===== src/rtl/fpu_seq_issue.sv =====
// ---------------------------------------------------------------------------
// fpu_seq_issue -- request sequencer in front of fpu_arith.
//
// Queues FP operation requests in a small FIFO and launches them one at a
// time on fpu_arith's start/ready handshake: a one-cycle start pulse with the
// operands held on registered outputs, then a wait for ready. The result and
// exception flags are captured and returned as a tagged valid/ready response.
// Only one operation is ever in flight inside the FPU.
//
// Optional feature: define FPU_SEQ_TIMEOUT_EN to add a WAIT-state watchdog.
// After TIMEOUT_CYCLES WAIT cycles without fpu_ready, a quiet-NaN response
// (flags = qnan) with rsp_timeout=1 is produced. Without the macro the
// sequencer waits forever and rsp_timeout is tied low.
//
// Ports:
//   clk, rst          clock; asynchronous active-high reset
//   req_*             request in (valid/ready): opa, opb, op, rmode, tag
//   fpu_start         one-cycle launch pulse to fpu_arith
//   fpu_opa/opb/op/rmode  registered operands, held until the next pop
//   fpu_ready         completion from fpu_arith (only looked at in WAIT)
//   fpu_result/flags  result and {ine,ovf,unf,dz,inf,zero,qnan,snan}
//   rsp_*             response out (valid/ready): data, flags, tag, timeout
//   busy              FIFO non-empty or sequencer not idle
// ---------------------------------------------------------------------------
module fpu_seq_issue #(
  parameter int DEPTH          = 4,
  parameter int TAG_W          = 6,
  parameter int TIMEOUT_CYCLES = 64
) (
  input  logic             clk,
  input  logic             rst,
  // request side
  input  logic             req_valid,
  output logic             req_ready,
  input  logic [31:0]      req_opa,
  input  logic [31:0]      req_opb,
  input  logic [2:0]       req_op,
  input  logic [1:0]       req_rmode,
  input  logic [TAG_W-1:0] req_tag,
  // fpu_arith side
  output logic             fpu_start,
  output logic [31:0]      fpu_opa,
  output logic [31:0]      fpu_opb,
  output logic [2:0]       fpu_op,
  output logic [1:0]       fpu_rmode,
  input  logic             fpu_ready,
  input  logic [31:0]      fpu_result,
  input  logic [7:0]       fpu_flags,
  // response side
  output logic             rsp_valid,
  input  logic             rsp_ready,
  output logic [31:0]      rsp_data,
  output logic [7:0]       rsp_flags,
  output logic [TAG_W-1:0] rsp_tag,
  output logic             rsp_timeout,
  output logic             busy
);

  localparam int PTR_W = (DEPTH > 1) ? $clog2(DEPTH) : 1;
  localparam int CNT_W = $clog2(DEPTH + 1);
  localparam logic [31:0] QNAN      = 32'h7FC0_0000;
  localparam logic [7:0]  QNAN_FLAG = 8'h02;

  // Bad configurations stop elaboration instead of building a broken FIFO.
  if (DEPTH < 2 || (DEPTH & (DEPTH - 1)) != 0 || TIMEOUT_CYCLES < 1) begin : g_bad_cfg
    $error("fpu_seq_issue: DEPTH must be a power of 2 >= 2, TIMEOUT_CYCLES >= 1");
  end

  typedef struct packed {
    logic [31:0]      opa;
    logic [31:0]      opb;
    logic [2:0]       op;
    logic [1:0]       rmode;
    logic [TAG_W-1:0] tag;
  } req_t;

  typedef enum logic [1:0] {
    S_IDLE  = 2'd0,
    S_ISSUE = 2'd1,
    S_WAIT  = 2'd2,
    S_RESP  = 2'd3
  } state_t;

  state_t           state_q, state_d;
  req_t             fifo_mem [DEPTH];
  req_t             head;
  logic [PTR_W-1:0] wr_ptr, rd_ptr;
  logic [CNT_W-1:0] count;
  logic             push, pop, done, wd_expire;
  logic [TAG_W-1:0] tag_q;

  // ---------------------------------------------------------------------------
  // Request FIFO
  // ---------------------------------------------------------------------------
  // req_ready looks only at the registered count, never at a same-cycle pop,
  // so a full FIFO refuses a push even while the head is leaving. It is held
  // low while reset is asserted so every output reads 0 during reset.
  assign req_ready = !rst && (count < CNT_W'(DEPTH));
  assign push      = req_valid && req_ready;
  assign head      = fifo_mem[rd_ptr];

  // Storage needs no reset: entries are only read once count says they exist.
  always_ff @(posedge clk) begin
    if (push) fifo_mem[wr_ptr] <= '{opa: req_opa, opb: req_opb, op: req_op,
                                    rmode: req_rmode, tag: req_tag};
  end

  // DEPTH is a power of 2, so the pointers wrap by natural overflow.
  always_ff @(posedge clk or posedge rst) begin
    if (rst) begin
      wr_ptr <= '0;
      rd_ptr <= '0;
      count  <= '0;
    end else begin
      if (push) wr_ptr <= wr_ptr + 1'b1;
      if (pop)  rd_ptr <= rd_ptr + 1'b1;
      case ({push, pop})
        2'b10:   count <= count + 1'b1;
        2'b01:   count <= count - 1'b1;
        default: count <= count;
      endcase
    end
  end

  // ---------------------------------------------------------------------------
  // Sequencer FSM
  // ---------------------------------------------------------------------------
  always_ff @(posedge clk or posedge rst) begin
    if (rst) state_q <= S_IDLE;
    else     state_q <= state_d;
  end

  // fpu_ready is only honoured in WAIT: a pulse during ISSUE, or a late answer
  // from an aborted or reset-discarded operation, never completes anything.
  always_comb begin
    state_d = state_q;
    pop     = 1'b0;
    done    = 1'b0;
    case (state_q)
      S_IDLE: begin
        if (count != '0) begin
          pop     = 1'b1;
          state_d = S_ISSUE;
        end
      end
      S_ISSUE: state_d = S_WAIT;
      S_WAIT: begin
        if (fpu_ready || wd_expire) begin
          done    = 1'b1;
          state_d = S_RESP;
        end
      end
      S_RESP: begin
        if (rsp_ready) state_d = S_IDLE;
      end
      default: state_d = S_IDLE;
    endcase
  end

  assign fpu_start = (state_q == S_ISSUE);
  assign busy      = (count != '0) || (state_q != S_IDLE);

  // Operands are loaded at the pop and stay put through ISSUE and WAIT, as
  // fpu_arith expects them stable for the whole operation.
  always_ff @(posedge clk or posedge rst) begin
    if (rst) begin
      fpu_opa   <= '0;
      fpu_opb   <= '0;
      fpu_op    <= '0;
      fpu_rmode <= '0;
      tag_q     <= '0;
    end else if (pop) begin
      fpu_opa   <= head.opa;
      fpu_opb   <= head.opb;
      fpu_op    <= head.op;
      fpu_rmode <= head.rmode;
      tag_q     <= head.tag;
    end
  end

  // ---------------------------------------------------------------------------
  // Response register
  // ---------------------------------------------------------------------------
  // A real answer wins over a watchdog expiry landing in the same cycle.
  always_ff @(posedge clk or posedge rst) begin
    if (rst) begin
      rsp_valid <= 1'b0;
      rsp_data  <= '0;
      rsp_flags <= '0;
      rsp_tag   <= '0;
    end else if (done) begin
      rsp_valid <= 1'b1;
      rsp_data  <= fpu_ready ? fpu_result : QNAN;
      rsp_flags <= fpu_ready ? fpu_flags  : QNAN_FLAG;
      rsp_tag   <= tag_q;
    end else if (state_q == S_RESP && rsp_ready) begin
      rsp_valid <= 1'b0;
    end
  end

  // ---------------------------------------------------------------------------
  // WAIT watchdog
  // ---------------------------------------------------------------------------
`ifdef FPU_SEQ_TIMEOUT_EN
  localparam int WD_W = $clog2(TIMEOUT_CYCLES + 1);
  logic [WD_W-1:0] wd_cnt;

  // Held at 0 outside WAIT, so it is already clear on entry. It reads k on
  // the (k+1)-th WAIT cycle; expiring at TIMEOUT_CYCLES-1 means the abort
  // lands after exactly TIMEOUT_CYCLES WAIT cycles.
  always_ff @(posedge clk or posedge rst) begin
    if (rst)                    wd_cnt <= '0;
    else if (state_q != S_WAIT) wd_cnt <= '0;
    else                        wd_cnt <= wd_cnt + 1'b1;
  end

  assign wd_expire = (state_q == S_WAIT) && (wd_cnt == WD_W'(TIMEOUT_CYCLES - 1));

  always_ff @(posedge clk or posedge rst) begin
    if (rst)       rsp_timeout <= 1'b0;
    else if (done) rsp_timeout <= !fpu_ready;
  end
`else
  assign wd_expire   = 1'b0;
  assign rsp_timeout = 1'b0;
`endif

endmodule


===== config.mk =====
export PLATFORM = sky130hd
export DESIGN_NAME = fpu_seq_issue
export DESIGN_NICKNAME = d
export VERILOG_FILES = /design/src/rtl/fpu_seq_issue.sv
export SDC_FILE = /design/constraint.sdc
export NUM_CORES = 1
export LEC_CHECK = 0
export ABC_AREA = 1
export CORE_AREA = 2 2 163 229
export CTS_BUF_LIST = sky130_fd_sc_hd__clkbuf_8 sky130_fd_sc_hd__clkbuf_16
export CTS_CLUSTER_SIZE = 10
export DETAILED_ROUTE_END_ITERATION = 8
export DIE_AREA = 0 0 165 231
export GPL_TIMING_DRIVEN = 0
export HOLD_SLACK_MARGIN = 0.02
export PLACE_DENSITY = 0.76
export REMOVE_ABC_BUFFERS = 1
export SKIP_LAST_GASP = 1
export SYNTH_ARGS = -nofsm -noshare
export SYNTH_HDL_FRONTEND = slang
export SYNTH_SLANG_ARGS = --single-unit
export TNS_END_PERCENT = 5

===== constraint.sdc =====
create_clock -name clk -period 4.6 [get_ports clk]
set_clock_uncertainty 0.05 [all_clocks]
set_input_delay 0.92 -clock clk [delete_from_list [all_inputs] [get_ports clk]]
set_output_delay 0.92 -clock clk [all_outputs]
set_load 0.02 [all_outputs]

Word-level counts from Yosys, hierarchy flattened
Memories as Yosys holds them, arrays and structs flattened. A register that Yosys moved wholly into a read port is not among the register bits.
Index checks and enable logic that the tools add are counted.
{ "word_totals": {"register_bits": 56, "ram_bits": 300, "in_bits": 120, "out_inout_bits": 120, "wordCells": 48, "mem_count": 1} }
{ "op_classes": {"addsub": 4, "n_lt_le_gt_ge": 1, "eq_ne": 8, "mux": 15, "n_reduce_logical": 11} }
{ "mem_list": {"columns": ["memory", "depth", "width", "rd", "rd_ports_with_merged_regs", "wr", "line", "source"], "rows": [
  ["fifo_mem", 4, 75, 1, 1, 1, "85", "req_t fifo_mem [DEPTH];"]
]} }
{ "ops": {"columns": ["cell", "count"], "rows": [
  ["$mux 32", 1],
  ["$mux 1", 8],
  ["$mux 8", 1],
  ["$pmux 2 s4", 1],
  ["$eq 2x2->1 const B", 3],
  ["$mux 2", 3],
  ["$ne 2x2->1 const B", 3],
  ["$pmux 3 s2", 1],
  ["$reduce_bool 2->1", 3],
  ["$add 2x1->2 const B", 2],
  ["$eq 2x1->1 const B", 2],
  ["$add 3x1->3 const B", 1],
  ["$logic_and 1x1->1", 3],
  ["$lt 3x3->1 const B", 1],
  ["$reduce_and 3->1", 1],
  ["$reduce_bool 3->1", 1],
  ["$sub 3x1->3 const B", 1],
  ["$logic_not 2->1", 1],
  ["$logic_not 1->1", 1],
  ["$logic_or 1x1->1", 1]
]} }

Logic depth before layout (Yosys ltp)
Gate-level depths: netlist (run 1).
{ "depth": {"depth_word": 5, "depth_mapped": 12} }

Worst setup path before layout (run 1)
OpenSTA, ideal clock, no wires.
{ "synth_path": {"path_kind": "input to register", "from": "input port rst", "to": "memory fifo_mem[0][0] in the netlist's numbering (enable)", "setup_ps": 509, "arrival_time_ps": 4684, "required_ps": 4041, "slack_ps": -643, "cell_stages": 3, "n_path_buf": 0, "path_cell_list": "nor2_1 > nand2_1 > nor2_1"} }
{ "synth_between": {"elab_chain_cells": 5} }
{ "synth_lines": {"columns": ["item", "line", "source"], "rows": [
  ["start: declaration", "31", "input logic rst,"],
  ["$logic_not 1->1 (no source line)", null, null],
  ["$logic_and 1x1->1", "98", "assign req_ready = !rst && (count < CNT_W'(DEPTH));"],
  ["$logic_and 1x1->1", "99", "assign push = req_valid && req_ready;"],
  ["$mux 1", "104", "if (push) fifo_mem[wr_ptr] <= '{opa: req_opa, opb: req_opb, op: req_op,"],
  ["$mux 1 (not written as such)", "104", null],
  ["end: declaration", "85", null]
]} }
No other way between the ends.

Worst setup path in the final report (run 1)
{ "layout_path": {"from": "register state_q[1]", "to": "register count[2]"} }
{ "layout_between": {"elab_chain_cells": 4, "elab_cells_between_ends": 6} }
{ "layout_lines": {"columns": ["item", "line", "source"], "rows": [
  ["start: declaration", "84", "state_t state_q, state_d;"],
  ["start signal: assignment", "130", "else state_q <= state_d;"],
  ["$logic_not 2->1 (*)", "139", "case (state_q)"],
  ["$mux 1 (*)", "139", null],
  ["$eq 2x1->1 or $eq 2x2->1 (tied branches)", "117", "case ({push, pop})"],
  ["$pmux 3 s2 or $reduce_bool 2->1 (tied branches)", null, null],
  ["end signal: assignment", "118", "2'b10: count <= count + 1'b1;"],
  ["end signal: assignment", "119", "2'b01: count <= count - 1'b1;"],
  ["end signal: assignment", "120", "default: count <= count;"],
  ["end: declaration", "88", "logic [CNT_W-1:0] count;"]
]} }
Mark *: on every way between the ends. The rest lies on a longest branch, timed or not.
A chain may end at the register's enable or synchronous reset.

==> metrics, run 1 <==
power per cell area=around 630 mW/mm^2; flop2flop setup slack=between 0.9 and 1 ns; Hold WC Path Type=register to register; GR Util All Layers=~21%; # hold bufs at CTS=0; power after layout=14000 uW; cts bufs inserted=between 40 and 50; Post-DP Area=0.0207 sq mm; initial DRC count=roughly 740; Max Root-Sink Buffers=3; register area=approximately 0.012 sq mm; WP data required=4.99 ns; drt wl/cell=approximately 16 microns; setup bufs post-CTS=0; remaining routing DRC violations=0; Seq/Total Area, Yosys=between 60% and 70%; CP Max Fanout=79; mapped cell area=~0.018 sq mm; H-tree depth=2; grt ovf=0; hpwl dp=about 24 mm; RSZ-0062 raised after global routing=false; max-slew violation count=0; largest net degree at the start of global routing=84; Peak Freq=276 MHz; die height=231 microns; Final ANT Viol Nets=0; fin util=61.1%; Worst setup SP type=register; Worst-Margin Slew=approximately 1.1 ns; CTS sink cnt=approximately 430; FP Rows=83; Mean Syn Cell Area=about 11 sq um; arrival time worst endpoint=approximately 4.0 ns; Worst VDD drop=about 460 uV; M2 GR Usage=about 40%; Netlist cell types=23; vias in the first global route=roughly 12000; TNS Setup=0 ns; core area=0.0362 sq mm; Fill cells=roughly 2800; vias per inst=between 4 and 5; number of port buffers=approximately 240; post-synthesis instance total=between 1500 and 2000; final instance area=0.0222 sq mm; Clock Latency Late Sink=~0.57 ns; initial antenna violation count=1; Initial DRT Pass Iterations=8; TritonCTS clock tree=yes; max-capacitance violation count=0; YS warnings=0; M1 GR Usage=between 20% and 30%; Area growth syn-to-layout=24.4%; synthesized flop and latch total=431; M3 GR Usage=under 10%; Leak=a little over 0.01 uW; critical path class=register to register; fraction of layout cells with a size suffix above 1=~4.3%; Initial Utilization=just under 50%; # IOs=240; DIE WIDTH=165 microns; Worst-path clk slew=roughly 0.06 ns; Multi-input gate area=0.00389 sq mm; Total Nets Final=between 2000 and 2500; Final setup viols=0; status=finished clean; Root Driver=clkbuf_16; slew margin rel.=between 20 and 30%; CP Capture Type=register; Final Hold Fails=0; Final Cycle Share=around 79%; Post-CTS Resized=0; layer with the highest usage=met2; Routed WL=39.4 mm; fin crit period=3.62 ns; Vias=approximately 12000; die area=0.0381 sq mm; RD Place Congestion=around 0.69; first-pass GRT wire length=61.0 mm
==> state kept, by name (all words and copies together), names as in the netlist, 3 cells and up <==
name,count
fifo_mem,300
fpu_opa,32
fpu_opb,32
rsp_data,32
rsp_flags,8
rsp_tag,6
tag_q,6
count,3
fpu_op,3
==> stage by stage <==
stage | setup WS, ns | hold WS [ns] | std cells
finish | 0.981 | 0.418 | 2407
global route | 0.747 | 0.440 | 2407
CTS | 0.944 | 0.423 | 2406
detailed placement | 0.950 | 0.408 | 2320
global placement | -3.87 | 0.404 | 2303
floorplan | -0.643 | 0.392 | 1598
==> cells by family after synthesis <==
| family | after synthesis | synth area share, % |
|---|---|---|
| AO/OA/AOI/OAI | 3 | 0.0843 |
| XOR/XNOR | 5 | 0.246 |
| adder cells (fa/ha/maj) | 11 | 0.815 |
| buffers and inverters | 392 | 9.28 |
| flip-flops | 431 | 69.0 |
| multiplexers | 46 | 2.91 |
| other | 1 | 0.0211 |
| AND/OR/NAND/NOR | 781 | 17.6 |
==> cells in the mapped netlist (all sizes together) <==
library cell | number | share of area [%]
a21oi | 1 | 0.028
dfrtp | 131 | 18
o21ai | 2 | 0.056
inv | 320 | 6.7
mux2 | 46 | 2.9
nor2 | 7 | 0.16
edfxtp | 300 | 51
ha | 10 | 0.70
clkbuf | 9 | 0.19
conb | 1 | 0.021
nand3 | 154 | 4.3
nand2 | 619 | 13
fa | 1 | 0.11
xor2 | 2 | 0.098
xnor2 | 3 | 0.15
buf | 63 | 2.3
or2 | 1 | 0.035
==> final timing paths <==
path,startpoint,endpoint,depth (start not counted)
max,state_q[1],count[2],11
max in group asynchronous,rst,rd_ptr[0],3
min,tag_q[5],tag_q[5],2
max reg2reg,state_q[1],count[2],11
min in group asynchronous,rst,fpu_opb[26],2
min reg2reg,tag_q[5],tag_q[5],2
==> placed cells by master (no fill, tap or decap), types with 2 or more instances in the layout <==
cell type and n:
clkbuf_16 49, mux2_1 46, clkdlybuf4s50_1 238, edfxtp_1 300, xor2_1 2, buf_16 5
buf_12 12, ha_1 10, nand3_1 154, dfrtp_4 2, dfrtp_1 129, inv_4 2
nand2_1 617, xnor2_1 3, nor2_4 4, inv_1 349, nor2_1 2, clkinv_8 2
inv_6 3
==> where the power goes <==
group          leakage, uW  total, uW  internal [uW]  switching [uW]
Clock             0.000802       3350           1910            1440
Combinational      0.00507       5070           2040            3040
Sequential         0.00430       5540           4980             551
==> worst max-delay path, cell delays in order, from the launching register on <==
cell     delay, ns
dfrtp_1       0.42
inv_1         0.12
ha_1          0.23
nand2_4       0.58
inv_4         0.71
buf_12        0.32
ha_1          0.22
inv_1         0.07
fa_1          0.39
nand2_1       0.10
nand3_1       0.09
xnor2_1       0.13
==> layout make-up <==
type                       count  share of cell area [%]
sequential                   431                    55.5
multi-input combinational    847                    17.6
timing repair buffer         255                    12.5
clock buffer                  49                    5.54
inverter                     320                    5.49
tap                          467                    2.64
clock inverter                37                   0.785
antenna                        1                  0.0113
==> per-layer routing <==
layer  vias to the layer above  wire (microns)  part of all wire (%)
li1                       5670               -                     -
met1                      5709           15000                    38
met2                       345           21100                    54
met3                        75            2260                   5.7
met4                         0            1040                   2.6
met5                         -               0                     0
Note: power is estimated with default switching activity, not from simulation.
==> run 2: changes to the inputs <==
--- a/config.mk
+++ b/config.mk
@@ -13,7 +13,7 @@
 export DIE_AREA = 0 0 165 231
 export GPL_TIMING_DRIVEN = 0
 export HOLD_SLACK_MARGIN = 0.02
-export PLACE_DENSITY = 0.76
+export PLACE_DENSITY = 0.73
 export REMOVE_ABC_BUFFERS = 1
 export SKIP_LAST_GASP = 1
 export SYNTH_ARGS = -nofsm -noshare
==> constraint.sdc (replaced) <==
create_clock -name clk -period 3.5 [get_ports clk]
set_clock_uncertainty 0.05 [all_clocks]
set_input_delay 0.7 -clock clk [delete_from_list [all_inputs] [get_ports clk]]
set_output_delay 0.7 -clock clk [all_outputs]
set_load 0.02 [all_outputs]
==> metrics, run 2 (synthesis results as in run 1) <==
status=finished clean; Final setup viols=0; number of port buffers=~240; final instance area=0.0222 sq mm; Root Driver=clkbuf_16; Area growth syn-to-layout=24.6%; Most flops, register=fifo_mem; max-slew violation count=0; power per cell area=~830 mW/mm^2; DIE WIDTH=165 microns; max-capacitance violation count=0; first-pass GRT wire length=60.4 mm; Worst-Margin Slew=roughly 0.95 ns; Hold WC Path Type=register to register; Initial DRT Pass Iterations=7; CP Capture Type=register; Sw Ratio=a little over a third; drt wl/cell=around 16 microns; fraction of layout cells with a size suffix above 1=under 10%; Initial Utilization=roughly 50%; Placement Setup Slack=-0.0553 ns; initial DRC count=between 600 and 700; Final ANT Viol Nets=0; initial antenna violation count=2; grt ovf=0; max reg flops=300; arrival time worst endpoint=between 3 and 4 ns; RSZ-0062 raised after global routing=false; cts bufs inserted=49; core area=0.0362 sq mm; largest net degree at the start of global routing=92; vias per inst=between 4 and 5; Pint=around 12000 uW; die area=0.0381 sq mm; Worst setup SP type=register; # IOs=240; most frequent cells in the layout=617 x nand2_1, 352 x inv_1, 300 x edfxtp_1; TritonCTS clock tree=yes; Fill cells=2845; RD Place Congestion=around 0.68; Worst VDD drop=between 700 and 800 uV; Vias=11769; FP Rows=83; # hold bufs at CTS=0; die height=between 200 and 250 microns; sequential power share=between 30% and 40%; Final Hold Fails=0; hold slack=0.422 ns; TNS Setup=0 ns; Peak Freq=~320 MHz; CP Max Fanout=79; most common cell after layout, fill and taps aside=nand2_1; fin crit period=around 3.1 ns; Routed WL=38.6 mm; clock power share=a little under a quarter; remaining routing DRC violations=0; Worst-path clk slew=around 0.060 ns; GR Util All Layers=20.4%; vias in the first global route=between 10000 and 15000; Net Switching=6580 uW; Post-DP Area=between 0.02 and 0.025 sq mm; Leak=around 0.010 uW; slew margin rel.=a little over a third; Max Root-Sink Buffers=3; critical path class=register to register; power after layout=between 15000 and 20000 uW; Clock Latency Late Sink=0.56 ns; CTS sink cnt=about 430; Logic pwr share=36.7%; WP data required=between 3 and 4 ns; H-tree depth=2; hpwl dp=23.1 mm; Total Nets Final=2036; Final Cycle Share=89.1%; Worst Slack Setup Final=about 0.38 ns
-- run 2: cell count changes in the layout (fill, tap and decap cells not counted) --
cell,change
nand2_8,+1
inv_6,+2
nand2_4,-1
inv_4,-1
clkinv_8,-2
buf_12,-1
diode_2,+1
inv_1,+3
buf_16,+2
-- run 2: final timing paths --
kind | start | end | slack, ns | cells past startpoint
setup / recovery | state_q[1] | count[2] | 0.38 | 11
setup reg to reg | state_q[1] | count[2] | 0.38 | 11
hold reg to reg | rsp_valid | rsp_valid | 0.42 | 2
max in group asynchronous | rst | fpu_opb[24] | 2.02 | 3
min in group asynchronous | rst | fpu_opb[8] | 0.57 | 2
hold / removal | rsp_valid | rsp_valid | 0.42 | 2
-- run 2: worst max-delay path: stages, from the launching register on --
cell	delay (ns)
dfrtp_1	0.41
inv_1	0.12
ha_1	0.30
nand2_8	0.39
inv_6	0.46
buf_16	0.29
ha_1	0.21
inv_1	0.07
fa_1	0.38
nand2_1	0.08
nand3_1	0.08
xnor2_1	0.13
-- run 2: power groups by stage --
stage	combinational [uW]	sequential, uW	clock [uW]
6_report	6730	7230	4370
5_1_grt	7440	7340	4690
2_1_floorplan	2960	8140	0
3_3_place_gp	6170	7580	0
3_5_place_dp	6770	7330	0
4_1_cts	6820	7240	4480
-- run 2: through the flow --
stage,util (%),instances
after floorplan,-,1598
after global placement,56.1,2303
after detailed placement,57.3,2321
after CTS,61.2,2409
after global routing,61.2,2411
final,61.2,2411
-- run 2: final cells by class --
cell class	instances	area [sq um]	area share (%)
sequential	431	12300	55.4
tap	467	584	2.63
antenna	2	5.00	0.0226
multi-input combinational	847	3900	17.6
clock buffer	49	1230	5.53
clock inverter	39	161	0.727
inverter	320	1220	5.49
timing repair buffer	256	2800	12.6
-- run 2: metal layers --
layer	GRT usage [%]	part of all wire [%]
met3	3.74	6.2
met2	38.5	53
met1	22.4	38
met4	7.55	2.7
met5	0	0
-- run 2: what timing repair did --
action / 4_1_cts / 5_1_grt
endpoints found under the setup margin: 1 / 1
buffers inserted: 0 / 0
endpoints found under the hold margin: 0 / 0
gates resized for setup: 1 / 1
